### config.mk
export PLATFORM = sky130hd
export DESIGN_NAME = alu_control_mc_flat
export DESIGN_NICKNAME = d
export VERILOG_FILES = /design/src/rtl/alu_ctrl_pkg.sv /design/src/rtl/alu_control_mc_if.sv /design/src/rtl/alu_ctrl_decode.sv /design/src/rtl/alu_control_mc.sv /design/src/flat_wrapper.sv
export SDC_FILE = /design/constraint.sdc
export NUM_CORES = 1
export LEC_CHECK = 0
export BUFFER_PORTS_ARGS = -buffer_cell sky130_fd_sc_hd__buf_4
export CORE_UTILIZATION = 28
export CTS_CLUSTER_SIZE = 40
export DETAILED_ROUTE_END_ITERATION = 10
export HOLD_SLACK_MARGIN = 0.03
export SLEW_MARGIN = 20
export SYNTH_ARGS = -nofsm -noshare
export SYNTH_HDL_FRONTEND = slang
export SYNTH_SLANG_ARGS = --single-unit
### constraint.sdc
create_clock -name clk -period 1.1 [get_ports clk]
set_input_delay 0.11 -clock clk [delete_from_list [all_inputs] [get_ports clk]]
set_output_delay 0.11 -clock clk [all_outputs]
set_load 0.05 [all_outputs]
### src/rtl/alu_ctrl_pkg.sv
// Shared codes for the ALU control stage: ALUOp, funct and ALUOperation encodings,
// the mul/div operation encoding and the mul/div sequencer state type.
package alu_ctrl_pkg;

  localparam logic [2:0] ALUOP_ANDI  = 3'b001;
  localparam logic [2:0] ALUOP_SW    = 3'b010;
  localparam logic [2:0] ALUOP_LUI   = 3'b011;
  localparam logic [2:0] ALUOP_ORI   = 3'b101;
  localparam logic [2:0] ALUOP_ADDI  = 3'b110;
  localparam logic [2:0] ALUOP_RTYPE = 3'b111;

  localparam logic [5:0] FN_AND   = 6'b100100;
  localparam logic [5:0] FN_OR    = 6'b100101;
  localparam logic [5:0] FN_NOR   = 6'b100111;
  localparam logic [5:0] FN_ADD   = 6'b100000;
  localparam logic [5:0] FN_SUB   = 6'b100010;
  localparam logic [5:0] FN_SRL   = 6'b000010;
  localparam logic [5:0] FN_SLL   = 6'b000000;
  localparam logic [5:0] FN_MULT  = 6'b011000;
  localparam logic [5:0] FN_MULTU = 6'b011001;
  localparam logic [5:0] FN_DIV   = 6'b011010;
  localparam logic [5:0] FN_DIVU  = 6'b011011;

  typedef enum logic [3:0] {
    OP_AND     = 4'b0000,
    OP_OR      = 4'b0001,
    OP_NOR     = 4'b0010,
    OP_ADD     = 4'b0011,
    OP_SUB     = 4'b0100,
    OP_LUI     = 4'b0101,
    OP_SRL     = 4'b0110,
    OP_SLL     = 4'b0111,
    OP_ILLEGAL = 4'b1001,
    OP_MULT    = 4'b1010,
    OP_MULTU   = 4'b1011,
    OP_DIV     = 4'b1100,
    OP_DIVU    = 4'b1101
  } alu_oper_e;

  typedef enum logic [1:0] {
    MD_MULT  = 2'b00,
    MD_MULTU = 2'b01,
    MD_DIV   = 2'b10,
    MD_DIVU  = 2'b11
  } md_op_e;

  typedef enum logic {
    ST_IDLE = 1'b0,
    ST_RUN  = 1'b1
  } md_state_e;

endpackage

### src/rtl/alu_control_mc_if.sv
// Decode-side / EX-side handshake plus mul/div sequencing signals of alu_control_mc.
// slave is the control stage itself; master is its environment.
interface alu_control_mc_if;

  logic       id_valid;
  logic       id_ready;
  logic [2:0] alu_op;
  logic [5:0] alu_function;
  logic       ex_ready;
  logic       ex_valid;
  logic [3:0] alu_operation;
  logic       illegal;
  logic       md_start;
  logic [1:0] md_op;
  logic       md_busy;
  logic       md_done;

  modport slave (
    input  id_valid, alu_op, alu_function, ex_ready,
    output id_ready, ex_valid, alu_operation, illegal,
           md_start, md_op, md_busy, md_done
  );

  modport master (
    output id_valid, alu_op, alu_function, ex_ready,
    input  id_ready, ex_valid, alu_operation, illegal,
           md_start, md_op, md_busy, md_done
  );

endinterface

### src/rtl/alu_ctrl_decode.sv
// Combinational ALUOp/funct decoder. MULT/MULTU/DIV/DIVU decode as mul/div ops only
// when ALU_MULDIV_EN is defined; otherwise they fall into the illegal code.
module alu_ctrl_decode
  import alu_ctrl_pkg::*;
(
  input  logic [2:0] alu_op_i,
  input  logic [5:0] alu_function_i,
  output alu_oper_e  operation_o,
  output logic       illegal_o,
  output logic       is_md_o,
  output md_op_e     md_op_o
);

  always_comb begin
    // NOTE: every output is given a default first so no path through the case infers a latch.
    operation_o = OP_ILLEGAL;
    illegal_o   = 1'b1;
    is_md_o     = 1'b0;
    md_op_o     = MD_MULT;
    case (alu_op_i)
      ALUOP_RTYPE: begin
        illegal_o = 1'b0;
        case (alu_function_i)
          FN_AND: operation_o = OP_AND;
          FN_OR:  operation_o = OP_OR;
          FN_NOR: operation_o = OP_NOR;
          FN_ADD: operation_o = OP_ADD;
          FN_SUB: operation_o = OP_SUB;
          FN_SRL: operation_o = OP_SRL;
          FN_SLL: operation_o = OP_SLL;
`ifdef ALU_MULDIV_EN
          FN_MULT: begin
            operation_o = OP_MULT;
            is_md_o     = 1'b1;
            md_op_o     = MD_MULT;
          end
          FN_MULTU: begin
            operation_o = OP_MULTU;
            is_md_o     = 1'b1;
            md_op_o     = MD_MULTU;
          end
          FN_DIV: begin
            operation_o = OP_DIV;
            is_md_o     = 1'b1;
            md_op_o     = MD_DIV;
          end
          FN_DIVU: begin
            operation_o = OP_DIVU;
            is_md_o     = 1'b1;
            md_op_o     = MD_DIVU;
          end
`else
          // Without the mul/div datapath these functs are reported as illegal.
          FN_MULT, FN_MULTU, FN_DIV, FN_DIVU: illegal_o = 1'b1;
`endif
          default: illegal_o = 1'b1;
        endcase
      end
      ALUOP_ANDI: begin
        operation_o = OP_AND;
        illegal_o   = 1'b0;
      end
      ALUOP_ADDI, ALUOP_SW: begin
        operation_o = OP_ADD;
        illegal_o   = 1'b0;
      end
      ALUOP_ORI: begin
        operation_o = OP_OR;
        illegal_o   = 1'b0;
      end
      ALUOP_LUI: begin
        operation_o = OP_LUI;
        illegal_o   = 1'b0;
      end
      default: ;
    endcase
  end

endmodule

### src/rtl/alu_control_mc.sv
// Registered ALU control stage with valid/ready handshake and a fixed-latency mul/div
// sequencer. The sequencer exists only when ALU_MULDIV_EN is defined.
module alu_control_mc
  import alu_ctrl_pkg::*;
#(
  parameter int MUL_CYCLES = 32,
  parameter int DIV_CYCLES = 33
) (
  input logic             clk,
  input logic             reset,
  alu_control_mc_if.slave bus
);

  if (MUL_CYCLES < 1 || DIV_CYCLES < 1) begin : g_bad_latency
    $error("alu_control_mc: MUL_CYCLES and DIV_CYCLES must be at least 1");
  end

  alu_oper_e dec_operation;
  logic      dec_illegal;
  logic      dec_is_md;
  md_op_e    dec_md_op;
  logic      transfer;

  logic       ex_valid_q;
  logic [3:0] alu_operation_q;
  logic       illegal_q;

  alu_ctrl_decode u_decode (
    .alu_op_i       (bus.alu_op),
    .alu_function_i (bus.alu_function),
    .operation_o    (dec_operation),
    .illegal_o      (dec_illegal),
    .is_md_o        (dec_is_md),
    .md_op_o        (dec_md_op)
  );

  assign transfer = bus.id_valid && bus.id_ready;

  // NOTE: sequential state uses non-blocking assignments so every flop samples pre-edge values.
  always_ff @(posedge clk) begin
    if (reset) begin
      ex_valid_q      <= 1'b0;
      alu_operation_q <= OP_ILLEGAL;
      illegal_q       <= 1'b0;
    end else if (bus.ex_ready) begin
      ex_valid_q <= transfer;
      if (transfer) begin
        alu_operation_q <= dec_operation;
        illegal_q       <= dec_illegal;
      end
    end
  end

  assign bus.ex_valid      = ex_valid_q;
  assign bus.alu_operation = alu_operation_q;
  assign bus.illegal       = illegal_q;

`ifdef ALU_MULDIV_EN
  localparam int CNT_W = $clog2((MUL_CYCLES > DIV_CYCLES ? MUL_CYCLES : DIV_CYCLES) + 1);
  localparam logic [CNT_W-1:0] MUL_LAST = CNT_W'(MUL_CYCLES - 1);
  localparam logic [CNT_W-1:0] DIV_LAST = CNT_W'(DIV_CYCLES - 1);

  md_state_e        state_q, state_d;
  logic [CNT_W-1:0] cnt_q, cnt_d;
  md_op_e           md_op_q, md_op_d;
  logic             md_start_q, md_start_d;
  logic             md_busy;

  assign md_busy      = (state_q == ST_RUN);
  assign bus.id_ready = bus.ex_ready && !md_busy;

  // Transfers only happen in IDLE because id_ready is low throughout RUN.
  always_comb begin
    state_d    = state_q;
    cnt_d      = cnt_q;
    md_op_d    = md_op_q;
    md_start_d = 1'b0;
    case (state_q)
      ST_IDLE: begin
        if (transfer && dec_is_md) begin
          state_d    = ST_RUN;
          md_start_d = 1'b1;
          md_op_d    = dec_md_op;
          cnt_d      = (dec_md_op inside {MD_DIV, MD_DIVU}) ? DIV_LAST : MUL_LAST;
        end
      end
      ST_RUN: begin
        if (cnt_q == '0) begin
          state_d = ST_IDLE;
        end else begin
          cnt_d = cnt_q - CNT_W'(1);
        end
      end
      default: state_d = ST_IDLE;
    endcase
  end

  always_ff @(posedge clk) begin
    if (reset) begin
      state_q    <= ST_IDLE;
      cnt_q      <= '0;
      md_op_q    <= MD_MULT;
      md_start_q <= 1'b0;
    end else begin
      state_q    <= state_d;
      cnt_q      <= cnt_d;
      md_op_q    <= md_op_d;
      md_start_q <= md_start_d;
    end
  end

  assign bus.md_start = md_start_q;
  assign bus.md_op    = md_op_q;
  assign bus.md_busy  = md_busy;
  assign bus.md_done  = md_busy && (cnt_q == '0);
`else
  logic unused_md;
  assign unused_md = ^{dec_is_md, dec_md_op};

  assign bus.id_ready = bus.ex_ready;
  assign bus.md_start = 1'b0;
  assign bus.md_op    = 2'b00;
  assign bus.md_busy  = 1'b0;
  assign bus.md_done  = 1'b0;
`endif

endmodule

### src/flat_wrapper.sv
// flat-port wrapper written by rule: the top's interface ports become plain ports
module alu_control_mc_flat import alu_ctrl_pkg::*;
#(
  parameter int MUL_CYCLES = 32,
  parameter int DIV_CYCLES = 33
)
  (clk, reset, bus_id_valid, bus_alu_op, bus_alu_function, bus_ex_ready, bus_id_ready, bus_ex_valid, bus_alu_operation, bus_illegal, bus_md_start, bus_md_op, bus_md_busy, bus_md_done);
  alu_control_mc_if bus_i ();
  input logic clk;
  input logic reset;
  input wire logic [$bits(bus_i.id_valid)-1:0] bus_id_valid;
  input wire logic [$bits(bus_i.alu_op)-1:0] bus_alu_op;
  input wire logic [$bits(bus_i.alu_function)-1:0] bus_alu_function;
  input wire logic [$bits(bus_i.ex_ready)-1:0] bus_ex_ready;
  output wire logic [$bits(bus_i.id_ready)-1:0] bus_id_ready;
  output wire logic [$bits(bus_i.ex_valid)-1:0] bus_ex_valid;
  output wire logic [$bits(bus_i.alu_operation)-1:0] bus_alu_operation;
  output wire logic [$bits(bus_i.illegal)-1:0] bus_illegal;
  output wire logic [$bits(bus_i.md_start)-1:0] bus_md_start;
  output wire logic [$bits(bus_i.md_op)-1:0] bus_md_op;
  output wire logic [$bits(bus_i.md_busy)-1:0] bus_md_busy;
  output wire logic [$bits(bus_i.md_done)-1:0] bus_md_done;
  assign bus_i.id_valid = bus_id_valid;
  assign bus_i.alu_op = bus_alu_op;
  assign bus_i.alu_function = bus_alu_function;
  assign bus_i.ex_ready = bus_ex_ready;
  assign bus_id_ready = bus_i.id_ready;
  assign bus_ex_valid = bus_i.ex_valid;
  assign bus_alu_operation = bus_i.alu_operation;
  assign bus_illegal = bus_i.illegal;
  assign bus_md_start = bus_i.md_start;
  assign bus_md_op = bus_i.md_op;
  assign bus_md_busy = bus_i.md_busy;
  assign bus_md_done = bus_i.md_done;
  alu_control_mc #(.MUL_CYCLES(MUL_CYCLES), .DIV_CYCLES(DIV_CYCLES)) u_core (.clk(clk), .reset(reset), .bus(bus_i));
endmodule
==> impl_metrics.tcl, run 1 <==
set metrics [dict create \
    fp.coreArea_um2 1320 \
    ir_drop_mv 0.345 \
    drtPass1Iterations 4 \
    grt_use_total_pct 15.8 \
    first_global_vias 375 \
    synth-simple-area-share_pct 30.9 \
    total_power_uw 655 \
    portBuffers 19 \
    layout_commonest_cell "buf_4" \
    die_w_um 39.8 \
    ys_async_sr_fraction_pct 0 \
    cellInternalPower_uw 435 \
    hpwl_um 768 \
    swShare_pct 33.7 \
    hold_buffers 0 \
    p_per_area_nw_per_um2 1090 \
    final.setup_skew_ns 0 \
    nets 91 \
    avgViaCountPerCell 4.67 \
    tritoncts "done" \
    htreeDepth 1 \
    worstSetupPathType "in2reg" \
    setup_violations 0 \
    dieArea_um2 1590 \
    wl_met1_um 441 \
    syn_area_um2 400 \
    synth_xor_area_share_pct 0 \
    final_cells 91 \
    rsz0062_at_grt "no" \
    place_inst 88 \
    synth_edf_count 0 \
    synthAdderAreaFrac_pct 0 \
    synth_top_family_by_area "simple AND/OR/NAND/NOR gates" \
    pwr-share-seq_pct 35.8 \
    area_growth_pct 49.7 \
    synth_mux_area_share_pct 0 \
    wl_per_cell_um 10.2 \
    overflow 0 \
    report.final.slew_viol_count 0 \
    ys_seq_area_share_pct 30.0 \
    grt_max_degree 7 \
    hold_path_class "in2reg" \
    fmax_mhz 1110 \
    clkPwrFrac_pct 30.1 \
    die_h_um 39.8 \
    layout_common_cells "buf_4, dfxtp_1, nor2_1, a21oi_1, conb_1" \
    grt_pass1_wl_um 1610 \
    cap_violations 0 \
    drive_gt1_share_pct 46.1 \
    combPwrFrac_pct 34.1 \
    gp_congestion 0.756 \
    cts-root-buf "clkbuf_4" \
    n_antenna_cell 0 \
    cts-resized-gates 0 \
    clock_path_buffers 2 \
    synthFlopType "dfxtp_1" \
    hold_viol 0 \
    cp_data_required_time_ns 1.22 \
    drc_errors 0 \
    syn_inst 50 \
    syn_area_per_cell_um2 8.01 \
    wl_met3_um 77 \
    yosysUniqueCellTypes 26 \
    row_count 13 \
    via_count 425 \
    cts.clk_slew.worst_paths_ns 0.04 \
    synth_compound_area_share_pct 25.0 \
    wl_met2_um 405 \
    p_leak_uw 0.000269 \
    p_switching_uw 220 \
    ys_warn_count 0 \
    antenna_found_initial 0 \
    post_cts_buffers 0 \
    hold_path_depth 2 \
    cp-end-kind "flip-flop" \
    status "finished clean" \
    r2r_cells 2 \
    drt_iter0_markers 4 \
    cp-start-kind "primary input" \
    crit_arrival_ns 1.02 \
    synth-seq-cells 6 \
    routed_wl_um 924 \
    top_layer_used "met3" \
    ant_nets 0 \
    min_period_ns 0.897 \
    start_util_pct 30.4 \
    finalCritPeriodShare_pct 81.6 \
    pin_count 25 \
    crit_fanout 4 \
    cts_inserted_buffers 3 \
    cts_sinks 6 \
    clock_latency_ns 0.24 \
]
[cells by family after synthesis]
family,after synthesis
buffers and inverters,8
AO/OA/AOI/OAI,14
AND/OR/NAND/NOR,21
flip-flops,6
other,1
[power groups by stage]
stage | registers (µW) | clock network, µW | logic (µW)
2_1_floorplan | 274 | 0 | 106
3_3_place_gp | 238 | 0 | 222
3_5_place_dp | 238 | 0 | 223
4_1_cts | 235 | 208 | 224
5_1_grt | 235 | 229 | 243
6_report | 235 | 197 | 223
[synthesized netlist by cell type (all sizes together) (2+ instances only)]
cell	n	share of area [%]
inv	2	1.9
nor2	5	4.7
nor3	3	5.0
dfxtp	6	30
buf	6	11
nor4	2	4.7
nand2b	2	3.1
nand2	5	5.3
a21oi	6	8.4
o21ai	2	2.5
[layout make-up]
class,instances,area (µm²)
fillers,143,718
inverters,2,7.51
repair buffers,25,188
clock buffers,3,22.5
flip-flops and latches,6,120
multi-input cells,40,243
well taps,15,18.8
[sequential cells by signal (all words and copies together), names as in the netlist]
register	count
u_core.bus.alu_operation	4
u_core.bus.ex_valid	1
u_core.bus.illegal	1
[critical path: stages]
cell      delay, ns
buf_4          0.12
nor4_2         0.28
a311oi_1       0.10
nor3_2         0.28
o21ai_0        0.12
[per-layer routing]
metal	up-vias	track usage (%)
li1	223	-
met1	183	18.2
met2	19	24.6
met3	0	5.11
met4	0	10.3
met5	-	0
[stage by stage]
step           cell area, µm²  setup WS (ns)  setup TNS, ns  hold slack (ns)  util [%]
2_1_floorplan             415          0.156              0            0.172         -
3_3_place_gp              577        -0.0458        -0.0769            0.313      43.8
3_5_place_dp              577        -0.0453        -0.0919            0.314      43.8
4_1_cts                   599          0.198              0           0.0564      45.5
5_1_grt                   599         0.0787              0           0.0561      45.5
6_report                  599          0.203              0           0.0665      45.5
[path summary, 6_finish.rpt]
kind	end	slack, ns	startpoint
max	u_core.bus.alu_operation[3]	0.20	bus_alu_function[0]
min	u_core.bus.alu_operation[2]	0.07	reset
max reg2reg	u_core.bus.alu_operation[1]	0.36	u_core.bus.alu_operation[1]
min reg2reg	u_core.bus.ex_valid	0.47	u_core.bus.ex_valid
No activity file was read; power rests on OpenSTA's default activity.
==> inputs of run 2 (changes only) <==
--- a/config.mk
+++ b/config.mk
@@ -5,6 +5,7 @@
 export SDC_FILE = /design/constraint.sdc
 export NUM_CORES = 1
 export LEC_CHECK = 0
+export ABC_AREA = 1
 export BUFFER_PORTS_ARGS = -buffer_cell sky130_fd_sc_hd__buf_4
 export CORE_UTILIZATION = 28
 export CTS_CLUSTER_SIZE = 40
==> constraint.sdc (replaced) <==
create_clock -name clk -period 0.8 [get_ports clk]
set_input_delay 0.08 -clock clk [delete_from_list [all_inputs] [get_ports clk]]
set_output_delay 0.08 -clock clk [all_outputs]
set_load 0.05 [all_outputs]
==> impl_metrics.tcl, run 2 <==
set metrics [dict create \
    cp_data_required_time_ns 0.72 \
    yosys-top-cells-count "nand2_1, inv_1, nand3_1, nor2_1" \
    routed_wl_um 1010 \
    fin_ws_ns -0.0423 \
    pin_count 25 \
    ant_nets 0 \
    clock_path_buffers 2 \
    avgViaCountPerCell 4.34 \
    hold_path_class "in2reg" \
    report.final.slew_viol_count 0 \
    final.setup_skew_ns 0 \
    wl_per_cell_um 8.51 \
    drt_iter0_markers 6 \
    cp-start-kind "flip-flop" \
    p_leak_uw 0.000394 \
    syn_inst 73 \
    cts-root-buf "clkbuf_4" \
    ys_seq_area_share_pct 25.5 \
    cts_sinks 6 \
    grt_max_degree 6 \
    portBuffers 19 \
    worstSetupPathType "reg2out" \
    row_count 14 \
    cts.clk_slew.worst_paths_ns 0.06 \
    synthFlopType "dfxtp_1" \
    layout_commonest_cell "buf_4" \
    n_antenna_cell 0 \
    hold_viol 0 \
    critPathBufInv 1 \
    yosysUniqueCellTypes 19 \
    setup_violations 6 \
    start_util_pct 30.5 \
    hold_slack_ns 0.0631 \
    antenna_found_initial 0 \
    fp.coreArea_um2 1540 \
    finalSetupTns_ns -0.133 \
    slowest_stage "dfxtp_4" \
    nets 117 \
    overflow 0 \
    crit_fanout 2 \
    p_per_area_nw_per_um2 1400 \
    crit_arrival_ns 0.76 \
    crit_family "flip-flops" \
    layout_common_cells "buf_4, nand2_1, inv_1" \
    status "finished with violations" \
    via_count 517 \
    min_period_ns 0.842 \
    tritoncts "done" \
    gp_congestion 0.769 \
    finalCritPeriodShare_pct 105 \
    largest_register_ffs 4 \
    synthTopCellsByArea "dfxtp_1, nand2_1, nand3_1, buf_4, inv_1" \
    syn_area_per_cell_um2 6.44 \
    grt_use_total_pct 12.3 \
    slowest_delay_ns 0.36 \
    htreeDepth 1 \
    die_h_um 43.0 \
    hpwl_um 762 \
    ys_async_sr_fraction_pct 0 \
    post-synth-top-count-cell "nand2_1" \
    drc_errors 0 \
    yosysTopAreaCell "dfxtp_1" \
    ir_drop_mv 0.898 \
    ys_warn_count 0 \
    synth_top_area_share_pct 25.5 \
    drtPass1Iterations 4 \
    cts_inserted_buffers 3 \
    fillers 154 \
    path_cells "buf_8" \
    synth_edf_count 0 \
    grt_pass1_wl_um 1650 \
    cap_violations 0 \
    area_growth_pct 59.6 \
    violations "negative setup slack" \
    dieArea_um2 1850 \
    rsz0062_at_grt "yes" \
    fmax_mhz 1190 \
    drive_gt1_share_pct 44.7 \
    syn_area_um2 470 \
    die_w_um 43.0 \
    first_global_vias 428 \
    synth-seq-cells 6 \
    clock_latency_ns 0.27 \
    cp-end-kind "primary output" \
]
## run 2: changes by cell type after synthesis, sizes merged, moves of 2 or more
cell / delta
nand2: +10
nand2b: -2
nor2: +6
nor4: -2
nand3: +9
o21ai: +2
nor3: -2
inv: +8
## run 2: cells by family (layout without fill, tap and decap cells)
logic type,after synthesis,in the layout,share of synthesized area [%]
flip-flops,6,6,25.5
AND/OR/NAND/NOR,38,38,39.9
buffers and inverters,16,42,17.6
other,1,5,0.797
AO/OA/AOI/OAI,12,12,16.2
## run 2: final timing paths
path                                             startpoint  slack [ns]  depth (start not counted)                           to
worst max-delay path            u_core.bus.alu_operation[0]       -0.04                          1         bus_alu_operation[0]
worst min-delay path                                  reset        0.06                          3  u_core.bus.alu_operation[0]
worst max register to register  u_core.bus.alu_operation[1]        0.07                          3  u_core.bus.alu_operation[1]
worst min register to register          u_core.bus.ex_valid        0.47                          2          u_core.bus.ex_valid
## run 2: area by class of cell
cell class                 instances  area (µm²)  share of cell area, %
timing repair buffer              28         250                   33.3
multi-input combinational         55         287                   38.2
sequential                         6         130                   17.3
tap                               16        20.0                   2.67
clock buffer                       4        26.3                   3.50
inverter                          10        37.5                   5.00
## run 2: per-layer routing
| layer | share of wire (%) | GRT usage (%) | vias to the layer above |
|---|---|---|---|
| met1 | 49 | 15.5 | 213 |
| met5 | 0 | 0 | - |
| li1 | - | - | 284 |
| met4 | 2.4 | 9.09 | 0 |
| met2 | 44 | 17.3 | 17 |
| met3 | 4.2 | 3.83 | 3 |
## run 2: timing repair
item,in CTS,in global routing
gates resized for setup,9,4
buffers inserted,0,2
endpoints found under the hold margin,2,0
hold buffers,1,0
setup endpoints to repair,6,7
## run 2: stage by stage
stage          util (%)  cell area, µm²  instances  setup slack [ns]  total power [µW]
6_report           48.7             751        119           -0.0423              1050
5_1_grt            48.7             751        119           -0.0700              1130
4_1_cts            47.2             728        117           -0.0426              1050
3_5_place_dp       42.7             658        112            -0.142               686
3_3_place_gp       42.7             658        112            -0.129               684
2_1_floorplan         -             495         77          0.000390               577
## run 2: report_power, final
part / internal, µW / switching, µW
registers: 321 / 14.9
logic: 157 / 230
clock network: 191 / 141
==> inputs of run 3 (changes only) <==
--- a/config.mk
+++ b/config.mk
@@ -7,10 +7,12 @@
 export LEC_CHECK = 0
 export ABC_AREA = 1
 export BUFFER_PORTS_ARGS = -buffer_cell sky130_fd_sc_hd__buf_4
+export CAP_MARGIN = 30
 export CORE_UTILIZATION = 28
 export CTS_CLUSTER_SIZE = 40
 export DETAILED_ROUTE_END_ITERATION = 10
 export HOLD_SLACK_MARGIN = 0.03
+export PLACE_DENSITY_LB_ADDON = 0.1
 export SLEW_MARGIN = 20
 export SYNTH_ARGS = -nofsm -noshare
 export SYNTH_HDL_FRONTEND = slang
==> impl_metrics.tcl, run 3 (synthesis gave the netlist of run 2 again) <==
set metrics [dict create \
    violations "negative setup slack" \
    critPathBufInv 1 \
    rsz0062_at_grt "yes" \
    crit_family "flip-flops" \
    p_leak_uw 0.000385 \
    crit_arrival_ns 0.75 \
    portBuffers 19 \
    avgViaCountPerCell 4.36 \
    clock_latency_ns 0.25 \
    p_per_area_nw_per_um2 1390 \
    worst-path-stages 1 \
    post_cts_buffers 0 \
    via_count 510 \
    place_area_um2 658 \
    cts-root-buf "clkbuf_4" \
    n_antenna_cell 0 \
    grt_max_degree 6 \
    routed_wl_um 973 \
    fmax_mhz 1210 \
    hold_slack_ns 0.0760 \
    antenna_found_initial 0 \
    worstSetupPathType "reg2out" \
    pwr-share-seq_pct 32.7 \
    drtPass1Iterations 4 \
    swShare_pct 35.4 \
    crit_fanout 2 \
    final.setup_skew_ns 0 \
    die_w_um 43.0 \
    cts_inserted_buffers 3 \
    largest_register_ffs 4 \
    nets 115 \
    r2r_cells 3 \
    ir_drop_mv 0.813 \
    slowest_delay_ns 0.35 \
    drt_iter0_markers 4 \
    ant_nets 0 \
    cellInternalPower_uw 664 \
    start_util_pct 30.5 \
    fin_area_um2 741 \
    clock_path_buffers 2 \
    pin_count 25 \
    wl_per_cell_um 8.32 \
    path_cells "buf_8" \
    area_growth_pct 57.4 \
    finalCritPeriodShare_pct 104 \
    combPwrFrac_pct 37.0 \
    tritoncts "done" \
    die_h_um 43.0 \
    first_global_vias 424 \
    cts.clk_slew.worst_paths_ns 0.05 \
    row_count 14 \
    layout_common_cells "buf_4, nand2_1, inv_1" \
    min_period_ns 0.830 \
    report.final.slew_viol_count 0 \
    hpwl_um 803 \
    slowest_stage "dfxtp_2" \
    layout_commonest_cell "buf_4" \
    hold_path_class "in2reg" \
    cts_sinks 6 \
    grt_use_total_pct 12.3 \
    fin_ws_ns -0.0296 \
    cp-start-kind "flip-flop" \
    grt_pass1_wl_um 1680 \
    p_switching_uw 363 \
    status "finished with violations" \
    gp_congestion 0.740 \
    hold_viol 0 \
    htreeDepth 1 \
    cp_data_required_time_ns 0.72 \
    cap_violations 0 \
    cp-end-kind "primary output" \
    total_power_uw 1030 \
    fp.coreArea_um2 1540 \
    hold_path_depth 3 \
    clkPwrFrac_pct 30.2 \
    drc_errors 0 \
    drive_gt1_share_pct 42.6 \
    setup_violations 3 \
    dieArea_um2 1850 \
    overflow 0 \
]
[run 3: cell count changes in the layout (fill, tap and decap cells not counted), sizes merged]
cell / change
buf: -2
[run 3: worst reg2reg max path, stage by stage (launching register included)]
cell,delay (ns)
dfxtp_4,0.34
nand2_1,0.06
a21boi_1,0.15
nand3_1,0.07
[run 3: power by group through the flow]
stage,Sequential (µW),Clock (µW),Combinational [µW]
4_1_cts,334,327,372
3_5_place_dp,335,0,351
5_1_grt,338,346,411
2_1_floorplan,400,0,178
3_3_place_gp,335,0,351
6_report,336,310,380
[run 3: metal layers]
| layer | GRT usage (%) | part of all wire [%] | wire length (µm) |
|---|---|---|---|
| met5 | 0 | 0 | 0 |
| met4 | 5.45 | 0.82 | 8 |
| met3 | 5.96 | 6.7 | 65 |
| met2 | 17.3 | 45 | 442 |
| met1 | 15.8 | 47 | 456 |
[run 3: per-stage QoR]
step                TNS [ns]  setup WS, ns  std cells  utilization (%)
finish               -0.0621       -0.0296        117             48.1
global route          -0.234       -0.0640        117             48.1
CTS                   -0.120       -0.0380        117             47.0
detailed placement    -0.708        -0.170        112             42.7
global placement      -0.778        -0.183        112             42.7
floorplan                  0      0.000390         77                -
[run 3: timing repair]
action,4_1_cts,5_1_grt
hold buffers,1,0
setup endpoints to repair,6,10
hold endpoints to repair,2,0
resized for setup,8,5
pin swaps,0,0
[run 3: final cells by class]
| cell class | count | area (µm²) |
|---|---|---|
| clock buffer | 4 | 26.3 |
| tap | 16 | 20.0 |
| multi-input combinational | 55 | 288 |
| fill | 163 | 801 |
| sequential | 6 | 130 |
| inverter | 10 | 37.5 |
| timing repair buffer | 26 | 239 |
[run 3: path summary, 6_finish.rpt]
path / startpoint / endpoint / slack (ns)
setup / recovery: u_core.bus.alu_operation[3] / bus_alu_operation[3] / -0.03
hold / removal: reset / u_core.bus.alu_operation[3] / 0.08
setup reg to reg: u_core.bus.alu_operation[0] / u_core.bus.alu_operation[0] / 0.06
hold reg to reg: u_core.bus.ex_valid / u_core.bus.ex_valid / 0.47
